==> config.mk <==
export PLATFORM = sky130hd
export DESIGN_NAME = imem_loader
export DESIGN_NICKNAME = d
export VERILOG_FILES = /design/src/rtl/imem_loader.sv
export SDC_FILE = /design/constraint.sdc
export NUM_CORES = 1
export LEC_CHECK = 0
export ABC_AREA = 1
export CAP_MARGIN = 15
export CORE_AREA = 5 5 97 99
export CTS_CLUSTER_SIZE = 28
export DETAILED_ROUTE_END_ITERATION = 6
export DIE_AREA = 0 0 102 104
export PLACE_DENSITY = 0.82
export SETUP_SLACK_MARGIN = 0.15
export SYNTH_ARGS = -nofsm -noshare
export SYNTH_HDL_FRONTEND = slang
export SYNTH_SLANG_ARGS = --single-unit
export TNS_END_PERCENT = 5
==> constraint.sdc <==
create_clock -name clk -period 2.1 [get_ports clk]
set_clock_uncertainty 0.05 [all_clocks]
set_input_delay 0.42 -clock clk [delete_from_list [all_inputs] [get_ports clk]]
set_output_delay 0.42 -clock clk [all_outputs]
set_load 0.05 [all_outputs]
==> src/rtl/imem_loader.sv <==
// imem_loader: receives a framed word stream (length, payload, checksum),
// writes the payload into instruction memory from address 0, and holds the
// mips_16 core in reset until the image has passed the checksum.
module imem_loader #(
  parameter int ADDR_W = 8,
  parameter int DEPTH  = 256
) (
  input  logic              clk,
  input  logic              reset,
  input  logic              load_start,
  input  logic              in_valid,
  input  logic [15:0]       in_data,
  output logic              in_ready,
  output logic              mem_we,
  output logic [ADDR_W-1:0] mem_addr,
  output logic [15:0]       mem_wdata,
  output logic              cpu_reset,
  output logic              done,
  output logic              error,
  output logic [ADDR_W:0]   word_count
);

  localparam int CNT_W = ADDR_W + 1;
  localparam logic [16:0] DEPTH_W = 17'(DEPTH);

  localparam logic [2:0] S_IDLE = 3'd0;
  localparam logic [2:0] S_LEN  = 3'd1;
  localparam logic [2:0] S_DATA = 3'd2;
  localparam logic [2:0] S_CSUM = 3'd3;
  localparam logic [2:0] S_RUN  = 3'd4;
  localparam logic [2:0] S_ERR  = 3'd5;

  logic [2:0]        state_q, state_d;
  logic [CNT_W-1:0]  len_q, len_d;
  logic [15:0]       sum_q, sum_d;
  logic [ADDR_W-1:0] addr_q, addr_d;
  logic              mem_we_q, mem_we_d;
  logic [ADDR_W-1:0] mem_addr_q, mem_addr_d;
  logic [15:0]       mem_wdata_q, mem_wdata_d;
  logic              cpu_reset_q, cpu_reset_d;
  logic              done_q, done_d;
  logic              error_q, error_d;
  logic [CNT_W-1:0]  word_count_q, word_count_d;
  logic              xfer;

  // A restart pulse blocks the handshake so its word can never be consumed.
  always_comb begin
    in_ready = ((state_q == S_LEN) || (state_q == S_DATA) || (state_q == S_CSUM)) && !load_start;
    xfer     = in_valid && in_ready;
  end

  // Next-state logic: frame parsing, payload writes, checksum verdict, restart override.
  always_comb begin
    state_d      = state_q;
    len_d        = len_q;
    sum_d        = sum_q;
    addr_d       = addr_q;
    mem_we_d     = 1'b0;
    mem_addr_d   = mem_addr_q;
    mem_wdata_d  = mem_wdata_q;
    cpu_reset_d  = cpu_reset_q;
    done_d       = done_q;
    error_d      = error_q;
    word_count_d = word_count_q;

    case (state_q)
      S_IDLE: begin
      end
      S_LEN: begin
        if (xfer) begin
          if ((in_data == 16'd0) || ({1'b0, in_data} > DEPTH_W)) begin
            state_d = S_ERR;
            error_d = 1'b1;
          end else begin
            len_d   = CNT_W'(in_data);
            sum_d   = 16'd0;
            addr_d  = '0;
            state_d = S_DATA;
          end
        end
      end
      S_DATA: begin
        if (xfer) begin
          mem_we_d    = 1'b1;
          mem_addr_d  = addr_q;
          mem_wdata_d = in_data;
          sum_d       = sum_q + in_data;
          addr_d      = addr_q + 1'b1;
          if (word_count_q < len_q) begin
            word_count_d = word_count_q + 1'b1;
          end
          if ((word_count_q + 1'b1) == len_q) begin
            state_d = S_CSUM;
          end
        end
      end
      S_CSUM: begin
        if (xfer) begin
          if (in_data == sum_q) begin
            state_d     = S_RUN;
            cpu_reset_d = 1'b0;
            done_d      = 1'b1;
          end else begin
            state_d = S_ERR;
            error_d = 1'b1;
          end
        end
      end
      S_RUN: begin
      end
      S_ERR: begin
      end
      default: begin
        state_d = S_IDLE;
      end
    endcase

    if (load_start) begin
      state_d      = S_LEN;
      cpu_reset_d  = 1'b1;
      done_d       = 1'b0;
      error_d      = 1'b0;
      word_count_d = '0;
    end
  end

  // State registers with synchronous active-low reset; reset keeps the core held.
  always_ff @(posedge clk) begin
    if (!reset) begin
      state_q      <= S_IDLE;
      len_q        <= '0;
      sum_q        <= 16'd0;
      addr_q       <= '0;
      mem_we_q     <= 1'b0;
      mem_addr_q   <= '0;
      mem_wdata_q  <= 16'd0;
      cpu_reset_q  <= 1'b1;
      done_q       <= 1'b0;
      error_q      <= 1'b0;
      word_count_q <= '0;
    end else begin
      state_q      <= state_d;
      len_q        <= len_d;
      sum_q        <= sum_d;
      addr_q       <= addr_d;
      mem_we_q     <= mem_we_d;
      mem_addr_q   <= mem_addr_d;
      mem_wdata_q  <= mem_wdata_d;
      cpu_reset_q  <= cpu_reset_d;
      done_q       <= done_d;
      error_q      <= error_d;
      word_count_q <= word_count_d;
    end
  end

  assign mem_we     = mem_we_q;
  assign mem_addr   = mem_addr_q;
  assign mem_wdata  = mem_wdata_q;
  assign cpu_reset  = cpu_reset_q;
  assign done       = done_q;
  assign error      = error_q;
  assign word_count = word_count_q;

endmodule

==> flow_summary_export.csv <==
group,metric,value,unit
timing,max_slew_margin,65.9,%
timing,worst_pin_slew,509,ps
yosys,ys_types,36,
setup_path,worstPathArrival,2330,ps
placement,dp_hpwl,8.54,mm
power_and_ir_drop,ir_drop,0.386,mV
floorplan,die-area,0.0106,mm²
clock_network,clock_sinks,73,
timing,fmax,471,MHz
clock_network,path_clk_slew,80,ps
timing,finalCritPeriodShare,101,%
placement,dp_slack,-529,ps
yosys,avgSynthCellArea,6.88,µm²
timing,rsz0062_at_grt,"true",
clock_network,numCtsBuffers,9,
cells_and_area,nFillCells,626,
yosys,ys_seq_area_share,35.6,%
timing,report.final.hold_viol_count,0,
global_route,grt.overflow.total,0,
cells_and_area,seq_area,0.00148,mm²
floorplan,die_w,102,µm
hold_path,hold_path_class,"input pin to register",
yosys,synth-seq-cells,73,
detailed_routing,route.detailed.drc,0,
cells_and_area,drive_gt1_share,24.7,%
floorplan,die_y,104,µm
setup_path,required,2310,ps
timing,setup_viol,3,
global_route,grt_pass1_vias,4475,
job,maxCapViolations,0,
yosys,synthSimpleGateAreaFrac,28.9,%
cells_and_area,nets,768,
yosys,synthesis.area,0.00410,mm²
detailed_routing,dr.first_iter.drc_count,269,
clock_network,clockRootBuffer,"clkbuf_8",
floorplan,rows,34,
global_route,antenna_found_initial,0,
global_route,grt_max_degree,43,
yosys,synth_top_family_by_area,"simple AND/OR/NAND/NOR gates",
cells_and_area,syn2layout_area_growth,45.2,%
detailed_routing,routed_wirelength,13.8,mm
power_and_ir_drop,power_density,486,mW/mm²
clock_network,cts.path.max_buffers,2,
status,violations,"setup timing",
status,status,"finished with violations",
floorplan,core_area,0.00847,mm²
clock_network,clkLatencyLatePin,360,ps
placement,gp_congestion,0.968,
yosys,synth-adder-area-share,8.42,%
yosys,synth-warning-count,0,
yosys,synth_edf_count,0,
setup_path,startpoint_type,"input pin",
cells_and_area,multiInputGateArea,0.00273,mm²
timing,fin_setup_tns,-42.3,ps
timing,setup_slack,-22.0,ps
yosys,synthesis.nets,643,
yosys,synth_mux_area_share,0,%
timing,drv_slew,0,
placement,place_inst,805,
detailed_routing,vias,4791,
yosys,synthCells,596,
yosys,async_flop_share,0,%
yosys,ys.flop_type,"dfxtp_1",
placement,portBuffers,57,
power_and_ir_drop,power.leakage,2.49,nW
yosys,synthXorXnorAreaFrac,2.78,%
floorplan,initial_core_util,48.5,%
floorplan,ioPinCount,58,
cells_and_area,n_antenna_cell,0,
yosys,synth-compound-area-share,17.5,%
detailed_routing,ant_nets,0,
clock_network,htree_levels,3,
clock_network,hold_buffers,0,
global_route,grt_pass1_wl,20.0,mm
global_route,grt_usage,23.0,%
cells_and_area,fin_cells,834,
timing,period_needed,2120,ps
cells_and_area,final_cell_mix,"152 x nand2_1, 74 x a21oi_1, 70 x buf_4",
cells_and_area,final_common_cell,"nand2_1",
setup_path,crit_fanout,3,
detailed_routing,wire_per_inst,16.5,µm
clock_network,cts_tree,"yes",
setup_path,critPathKind,"input pin to register",
setup_path,end_kind,"register",
detailed_routing,dr.pass1.iters,7,
detailed_routing,via_per_inst,5.74,
synth_stat cells, types with 7 or more instances:
cell | count | area share, %
xnor2_1 | 7 | 1.5
a21oi_1 | 80 | 9.8
dfxtp_1 | 73 | 36
nand2_1 | 156 | 14
nor3_1 | 11 | 1.3
o21ai_0 | 29 | 3.5
ha_1 | 26 | 7.9
nor2_1 | 58 | 5.3
o21ai_1 | 9 | 1.1
clkbuf_1 | 9 | 0.82
inv_1 | 42 | 3.8
nand3_1 | 37 | 4.5
inv_2 | 9 | 0.82
final timing paths:
kind / slack (ps) / end / cells past startpoint / startpoint
setup / recovery: -20 / state_q[0]$_SDFFE_PN0P_ / 14 / in_data[0]
hold / removal: 340 / mem_wdata[10]$_SDFFE_PN0P_ / 3 / in_data[10]
setup reg to reg: 100 / sum_q[14]$_SDFFE_PN0P_ / 11 / sum_q[0]$_SDFFE_PN0P_
hold reg to reg: 410 / done$_SDFFE_PP0P_ / 2 / done$_SDFFE_PP0P_
power by group:
part           switching, mW  leakage (nW)  internal, mW  total (mW)
clock                  0.568         0.103         0.615        1.18
sequential           0.00338         0.594          1.38        1.39
combinational          0.177          1.79         0.147       0.324
total                  0.748          2.49          2.14        2.89
worst max-delay path: stages:
cell,delay (ps)
clkdlybuf4s15_1,220
buf_4,160
nor2_1,110
nand2_1,100
nor2_2,240
xnor2_1,210
nand3_2,190
nand2_2,150
buf_4,130
buf_4,100
buf_4,90
nand3_1,70
nor2_1,100
nor2_1,50
metal layers:
metal  global-route usage [%]  wire length (µm)
met2                     39.6              6730
met5                        0                 0
met3                     5.30              1110
met1                     25.7              5120
met4                     12.4               808
flip-flops by register name, summed over array words and instances, names as in the netlist:
name,count
addr_q,8
state_q,3
mem_we,1
done,1
error,1
len_q,9
word_count,9
mem_wdata,16
sum_q,16
cpu_reset,1
mem_addr,8
final cells by class:
type,instances,area share (%)
multi-input combinational,455,45.9
sequential,73,24.8
timing repair buffer,130,20.2
inverter,52,3.36
clock buffer,12,2.60
tap,108,2.27
clock inverter,4,0.861
logic make-up after synthesis:
logic type | after synthesis
compound gates | 134
buf+inv | 69
simple gates | 280
xor+xnor | 13
fa+ha+maj | 27
flops | 73
repair_timing:
item / in CTS / in global routing
cloned: 1 / 0
gates resized for setup: 46 / 67
pin swaps: 12 / 32
buffers inserted: 3 / 9
setup endpoints to repair: 72 / 103
metrics by stage:
stage / total power [mW] / instance area [µm²] / util (%) / hold WS (ps)
2_1_floorplan: 1.54 / 4110 / - / 377
6_report: 2.89 / 5960 / 70.4 / 335
4_1_cts: 2.86 / 5640 / 66.6 / 407
3_3_place_gp: 1.68 / 5230 / 61.7 / 394
5_1_grt: 2.98 / 5960 / 70.4 / 340
3_5_place_dp: 1.69 / 5230 / 61.7 / 391
(Power assumes the default switching activity.)
